$ cat src/rtl/alu_top.sv
// Board wrapper: push-buttons capture the switch value into operand A, operand B
// or the opcode register, and the registered result of the 8-bit ALU drives the LEDs.
module alu_top #(
  parameter int NB_SW   = 8,
  parameter int NB_BTN  = 3,
  parameter int NB_LEDS = 8,
  parameter int NB_DATA = 8,
  parameter int NB_OP   = 6
) (
  input  logic               i_clk,
  input  logic               i_reset,
  input  logic [NB_SW-1:0]   i_sw,
  input  logic [NB_BTN-1:0]  i_btn,
  output logic [NB_LEDS-1:0] o_led
);

  localparam logic [NB_OP-1:0] OP_ADD = 6'b100000;
  localparam logic [NB_OP-1:0] OP_SUB = 6'b100010;
  localparam logic [NB_OP-1:0] OP_AND = 6'b100100;
  localparam logic [NB_OP-1:0] OP_OR  = 6'b100101;
  localparam logic [NB_OP-1:0] OP_XOR = 6'b100110;
  localparam logic [NB_OP-1:0] OP_NOR = 6'b100111;
  localparam logic [NB_OP-1:0] OP_SRA = 6'b000011;
  localparam logic [NB_OP-1:0] OP_SRL = 6'b000010;

  localparam logic [NB_DATA-1:0] SHIFT_LIMIT = NB_DATA'(NB_DATA);

  logic [NB_DATA-1:0] a_r;
  logic [NB_DATA-1:0] b_r;
  logic [NB_OP-1:0]   op_r;
  logic [NB_DATA-1:0] result_s;
  logic               shift_over_s;
  logic [NB_LEDS-1:0] led_r;

  // Operand and opcode capture; each button is a level enable, reset wins.
  always_ff @(posedge i_clk) begin
    if (i_reset) begin
      a_r  <= {NB_DATA{1'b0}};
      b_r  <= {NB_DATA{1'b0}};
      op_r <= {NB_OP{1'b0}};
    end else begin
      if (i_btn[0]) begin
        a_r <= i_sw[NB_DATA-1:0];
      end
      if (i_btn[1]) begin
        b_r <= i_sw[NB_DATA-1:0];
      end
      if (i_btn[2]) begin
        op_r <= i_sw[NB_OP-1:0];
      end
    end
  end

  // Combinational ALU on the registered operands; unknown opcodes yield zero.
  always_comb begin
    result_s     = {NB_DATA{1'b0}};
    shift_over_s = (b_r >= SHIFT_LIMIT);
    case (op_r)
      OP_ADD:  result_s = a_r + b_r;
      OP_SUB:  result_s = a_r - b_r;
      OP_AND:  result_s = a_r & b_r;
      OP_OR:   result_s = a_r | b_r;
      OP_XOR:  result_s = a_r ^ b_r;
      OP_NOR:  result_s = ~(a_r | b_r);
      OP_SRL: begin
        if (shift_over_s) begin
          result_s = {NB_DATA{1'b0}};
        end else begin
          result_s = a_r >> b_r;
        end
      end
      OP_SRA: begin
        // Oversized arithmetic shifts saturate to a full sign fill.
        if (shift_over_s) begin
          result_s = {NB_DATA{a_r[NB_DATA-1]}};
        end else begin
          result_s = $unsigned($signed(a_r) >>> b_r);
        end
      end
      default: result_s = {NB_DATA{1'b0}};
    endcase
  end

  // Output register keeps the LEDs glitch-free between edges.
  always_ff @(posedge i_clk) begin
    if (i_reset) begin
      led_r <= {NB_LEDS{1'b0}};
    end else begin
      led_r <= result_s;
    end
  end

  assign o_led = led_r;

endmodule

$ cat config.mk
export PLATFORM = sky130hd
export DESIGN_NAME = alu_top
export DESIGN_NICKNAME = d
export VERILOG_FILES = /design/src/rtl/alu_top.sv
export SDC_FILE = /design/constraint.sdc
export NUM_CORES = 1
export LEC_CHECK = 0
export BUFFER_PORTS_ARGS = -buffer_cell sky130_fd_sc_hd__buf_2
export CORE_ASPECT_RATIO = 1.5
export CORE_MARGIN = 1
export CORE_UTILIZATION = 35
export DETAILED_ROUTE_END_ITERATION = 7
export SYNTH_ARGS = -nofsm -noshare
export SYNTH_HDL_FRONTEND = slang
export SYNTH_SLANG_ARGS = --single-unit
$ cat constraint.sdc
create_clock -name i_clk -period 6.3 [get_ports i_clk]
set_clock_uncertainty 0.05 [all_clocks]
set_input_delay 1.26 -clock i_clk [delete_from_list [all_inputs] [get_ports i_clk]]
set_output_delay 1.26 -clock i_clk [all_outputs]
set_load 0.02 [all_outputs]
### Yosys cells after proc, flatten, opt, wreduce, memory -nomap -nowiden

Index checks and enable logic that the tools add are counted.
W data, S select, Z words.

* output and inout bits: 8
* input bits: 13
* logic and storage cells: 24
* bits in registers: 30

* mux-type cells: 3
* magnitude comparators: 1
* shift operators: 2
* $add $sub $neg: 2
* bitwise gates (word level): 4
* equality and inequality tests: 8

Operators by type and width (count)
* $pmux W8 S8: 1
* $eq A6 B6 Y1 const B: 6
* $mux W8: 2
* $eq A6 B2 Y1 const B: 2
* $add A8 B8 Y8: 1
* $and A8 B8 Y8: 1
* $ge A8 B4 Y1 const B: 1
* $not A8 Y8: 1
* $or A8 B8 Y8: 1
* $shr A8 B8 Y8: 1
* $sshr A8 B8 Y8: 1
* $sub A8 B8 Y8: 1
* $xor A8 B8 Y8: 1

### Depth between registers and ports, before layout

* depth in word-level cells: 3
* mapped depth: 13
* mapped depth without buffers: 12

### Least setup slack after synthesis

No wires, ideal clock.

* kind: register to register
* from: reg op_r[1]
* to: reg led_r[7], in the netlist o_led[7]
* path buffers: 1
* period minus slack after synthesis: 2396 ps
* setup slack: 3904 ps
* setup time: 121 ps
* arrival: 2225 ps
* cell stages (with the launch flop): 12
* data required time: 6129 ps
* cells stage by stage: dfxtp_1 -> buf_1 -> and3_1 -> a31oi_1 -> xnor2_1 -> ha_1 -> and3_1 -> a21oi_1 -> nand3_1 -> o211ai_1 -> xnor2_1 -> o2bb2ai_1

* word-level cells in the longest chain between the ends: 2
* elaborated cells between the ends (all ways): 9
* those cells by class: eq/ne: 8; mux: 1

RTL lines
* start: declaration: RTL line 30 `logic [NB_OP-1:0] op_r;`
* start signal: assignment: RTL line 40 `op_r <= {NB_OP{1'b0}};`
* start signal: assignment: RTL line 49 `op_r <= i_sw[NB_OP-1:0];`
* $eq A6 B2 Y1 or $eq A6 B6 Y1 (tied branches): RTL line 58 `case (op_r)`
* $pmux W8 S8 *: RTL line 58
* end signal: assignment: RTL line 87 `led_r <= {NB_LEDS{1'b0}};`
* end signal: assignment: RTL line 89 `led_r <= result_s;`
* end: declaration: RTL line 33 `logic [NB_LEDS-1:0] led_r;`

Mark *: on every way between the ends. The rest lies on a longest branch, timed or not.
A chain may end at the register's enable or synchronous reset.

### Worst setup path after layout

* from: reg b_r[0]
* to: reg led_r[6], in the netlist o_led[6]

* word-level cells in the longest chain between the ends: 3
* elaborated cells between the ends (all ways): 8
* those cells by class: add/sub: 2; order compare: 1; shift: 2; mux: 3

RTL lines
* start: declaration: RTL line 29 `logic [NB_DATA-1:0] b_r;`
* start signal: assignment: RTL line 39 `b_r <= {NB_DATA{1'b0}};`
* start signal: assignment: RTL line 46 `b_r <= i_sw[NB_DATA-1:0];`
* $ge A8 B4 Y1, or another cell as far along: RTL line 57 `shift_over_s = (b_r >= SHIFT_LIMIT);`
* $mux W8, on equally long branches: RTL line 74, 66
* $pmux W8 S8 *: RTL line 58

Marked as above.

==> key figures <==
Run status
  • Run status: complete, no violations

Timing
  • F_max: 0.311 GHz
  • Tmin final: 3.21 ns
  • Final number of setup-violating endpoints: 0
  • Fin. max-slew vios: 0
  • Tightest Pin Transition: 1.05 ns
  • Final WS setup: 3.09 ns
  • Setup tns final: 0 ns
  • RSZ-0062 raised after global routing: no
  • Final hold vios: 0
  • Crit share post-route: 51.0%
  • Rel. slew slack: 29.8%

Finish
  • ANT cells: 0
  • Post-layout net count: 354
  • Layout cells sized above 1: 12.9%
  • Commonest non-fill, non-tap cells in the layout: nor2_1, mux2i_1, dfxtp_1, ha_1, buf_2
  • Most common cell after layout, fill and taps aside: nor2_1
  • Area Overhead vs Synth: 8.42%

Logic synthesis
  • Syn Nets: 343
  • Synth Cell Area: 2600 um^2
  • Gate Count Post-Synth: 305
  • Unique masters post-synth: 57
  • Primary FF master, synth: dfxtp_1
  • Sequential cell area fraction in the yosys report: 23.1%
  • Seq cells post-synth: 30
  • Async set-reset flop share out of synthesis: 0%
  • Syn. warnings: 0
  • Mean post-synth cell area: 8.52 um^2
  • Number of flops mapped to enable cells by yosys: 0

Clock tree
  • Buffer levels on the longest clock path: 2
  • Post-CTS Setup Repair Bufs: 0
  • Hold Buf Count CTS: 0
  • Clk pin slew, worst setup/hold paths: 0.06 ns
  • Clk_lat worst skew: 0.29 ns
  • Clock sinks: 30
  • Root Buffer: clkbuf_8
  • Post-cts sizing count: 0
  • CTS tree: yes
  • CTS buffer count: 5
  • H-Tree Depth: 2

Floorplan
  • Core ar.: 7230 um^2
  • Die height: 108 um
  • Effective utilization at floorplan: 36.0%
  • Die X: 72.4 um
  • Io pins: 21
  • Die area: 7780 um^2
  • Rows: 38

Global route
  • GR Util All Layers: 19.0%
  • Largest net degree at the start of global routing: 25
  • First-pass GRT wire length: 11,000 um
  • Vias in the first global route: 2,125
  • Antenna violations before repair: 0
  • Gr ovfl total: 0

Pwr
  • Seq pwr share: 41.3%
  • Sw Share: 34.6%
  • Comb power frac: 29.3%
  • Clock power share: 29.4%
  • Pwr per Cell Area: 194 nW/um^2
  • Psw: 189 uW
  • Max VDD drop: 0.119 mV
  • LEAKAGE: 0.00113 uW
  • Pint: 358 uW

Run
  • Max cap viols: 0

Route
  • 1st-iter DRT viols: 168
  • DRC Markers: 0
  • Via density: 5.34
  • Via count: 2,226
  • Wirelength per Cell: 16.6 um
  • Post-DRT Antenna Nets: 0
  • Total Wirelength: 6910 um
  • Router iterations before antenna repair: 4

Placed design
  • HPWL Detailed: 5460 um
  • # port buffers: 20
  • Pre-CTS setup slack: 3.11 ns
  • Placer Congestion: 0.905

Worst hold path
  • Worst Hold Class: reg2reg
  • Min-delay src: op_r[4]

Worst setup path
  • Crit path kind: reg2reg
  • Req. time, crit path: 6.48 ns
  • Max FO, Critical Path: 21
  • Crit. Startpoint: b_r[0]
  • CP Cell Sequence: inv_1 > ha_1 > nand2_1 > o21ai_0 > fa_1 > nand2b_1 > a21oi_1 > o21a_1 > o21ai_0 > o31a_1 > a21oi_1
  • Crit. End Element: register
  • CP max stage cell: dfxtp_1
  • Crit path DAT: 3.39 ns
  • Crit Reg-Reg Startpoint: b_r[0]
  • Setup crit start kind: register
  • Max incr delay on CP: 0.89 ns
## worst max-delay path: cells and delay by family, from the launching register on
| family | cells | cell delay [ns] |
|---|---|---|
| fa+ha+maj | 2 | 0.83 |
| buf+inv | 1 | 0.30 |
| flops | 1 | 0.89 |
| compound gates | 6 | 0.83 |
| simple gates | 2 | 0.23 |
## cell usage after synthesis, drive strengths merged, types with 2 or more instances
cell | number | area share [%]
buf | 9 | 2.7
nor3 | 5 | 1.2
nor4 | 3 | 1.9
xor2 | 3 | 1.0
nand2 | 20 | 3.0
o2111ai | 3 | 1.0
clkbuf | 7 | 1.0
and3 | 2 | 0.48
o31ai | 3 | 0.87
o22ai | 2 | 0.48
a21oi | 18 | 3.5
mux2i | 33 | 13
a211oi | 7 | 2.0
xnor2 | 16 | 5.4
a221oi | 2 | 0.67
mux4 | 3 | 2.6
dfxtp | 30 | 23
o21ai | 12 | 2.3
nand3 | 5 | 0.96
nor2 | 43 | 7.6
and2 | 2 | 0.48
nor2b | 2 | 0.48
a31oi | 6 | 1.4
ha | 24 | 12
nand3b | 2 | 0.72
o211ai | 2 | 0.58
inv | 20 | 3.0
or3 | 2 | 0.48
## final timing paths
check / end / slack, ns / cells past startpoint
setup / recovery: o_led[6] / 3.09 / 11
setup reg to reg: o_led[6] / 3.09 / 11
hold / removal: op_r[4] / 0.49 / 2
hold reg to reg: op_r[4] / 0.49 / 2
## per-stage QoR
step / hold slack, ns / cells / cell area (um^2) / utilization (%) / power (uW)
floorplan: 0.454 / 305 / 2600 / - / 354
global placement: 0.481 / 409 / 2730 / 37.7 / 389
detailed placement: 0.488 / 409 / 2730 / 37.7 / 390
CTS: 0.496 / 417 / 2820 / 39.0 / 552
global route: 0.520 / 417 / 2820 / 39.0 / 582
finish: 0.492 / 417 / 2820 / 39.0 / 547
## cell type report
cell class                 count  area, um^2
sequential                    30         601
multi-input combinational    239        1820
tap                          100         125
inverter                      20        77.6
clock inverter                 1        5.00
fill                         788        4410
clock buffer                   7        86.3
timing repair buffer          20         100
## metal layers
metal  vias to the layer above  share of wire [%]  track usage, %
met1                      1017                 40            21.9
met4                         0                4.8            12.3
met2                        72                 50            32.0
met5                         -                  0               0
met3                        23                5.0            3.00
li1                       1114                  -               -
## sequential cells by signal (all words and copies together) (netlist names)
name   count
a_r        8
o_led      8
op_r       6
b_r        8
## power by group through the flow
stage | Combinational (uW) | Clock, uW | Sequential, uW
floorplan | 140 | 0 | 214
global placement | 159 | 0 | 230
CTS | 160 | 166 | 226
detailed placement | 160 | 0 | 230
finish | 160 | 161 | 226
global route | 180 | 175 | 228
## cell families after synthesis
group / share of synthesized area (%)
flip-flops: 23.1
AO/OA/AOI/OAI: 17.8
adder cells (fa/ha/maj): 12.3
XOR/XNOR: 6.40
buffers and inverters: 6.74
AND/OR/NAND/NOR: 18.3
multiplexers: 15.3
No activity file was read; power rests on OpenSTA's default activity.
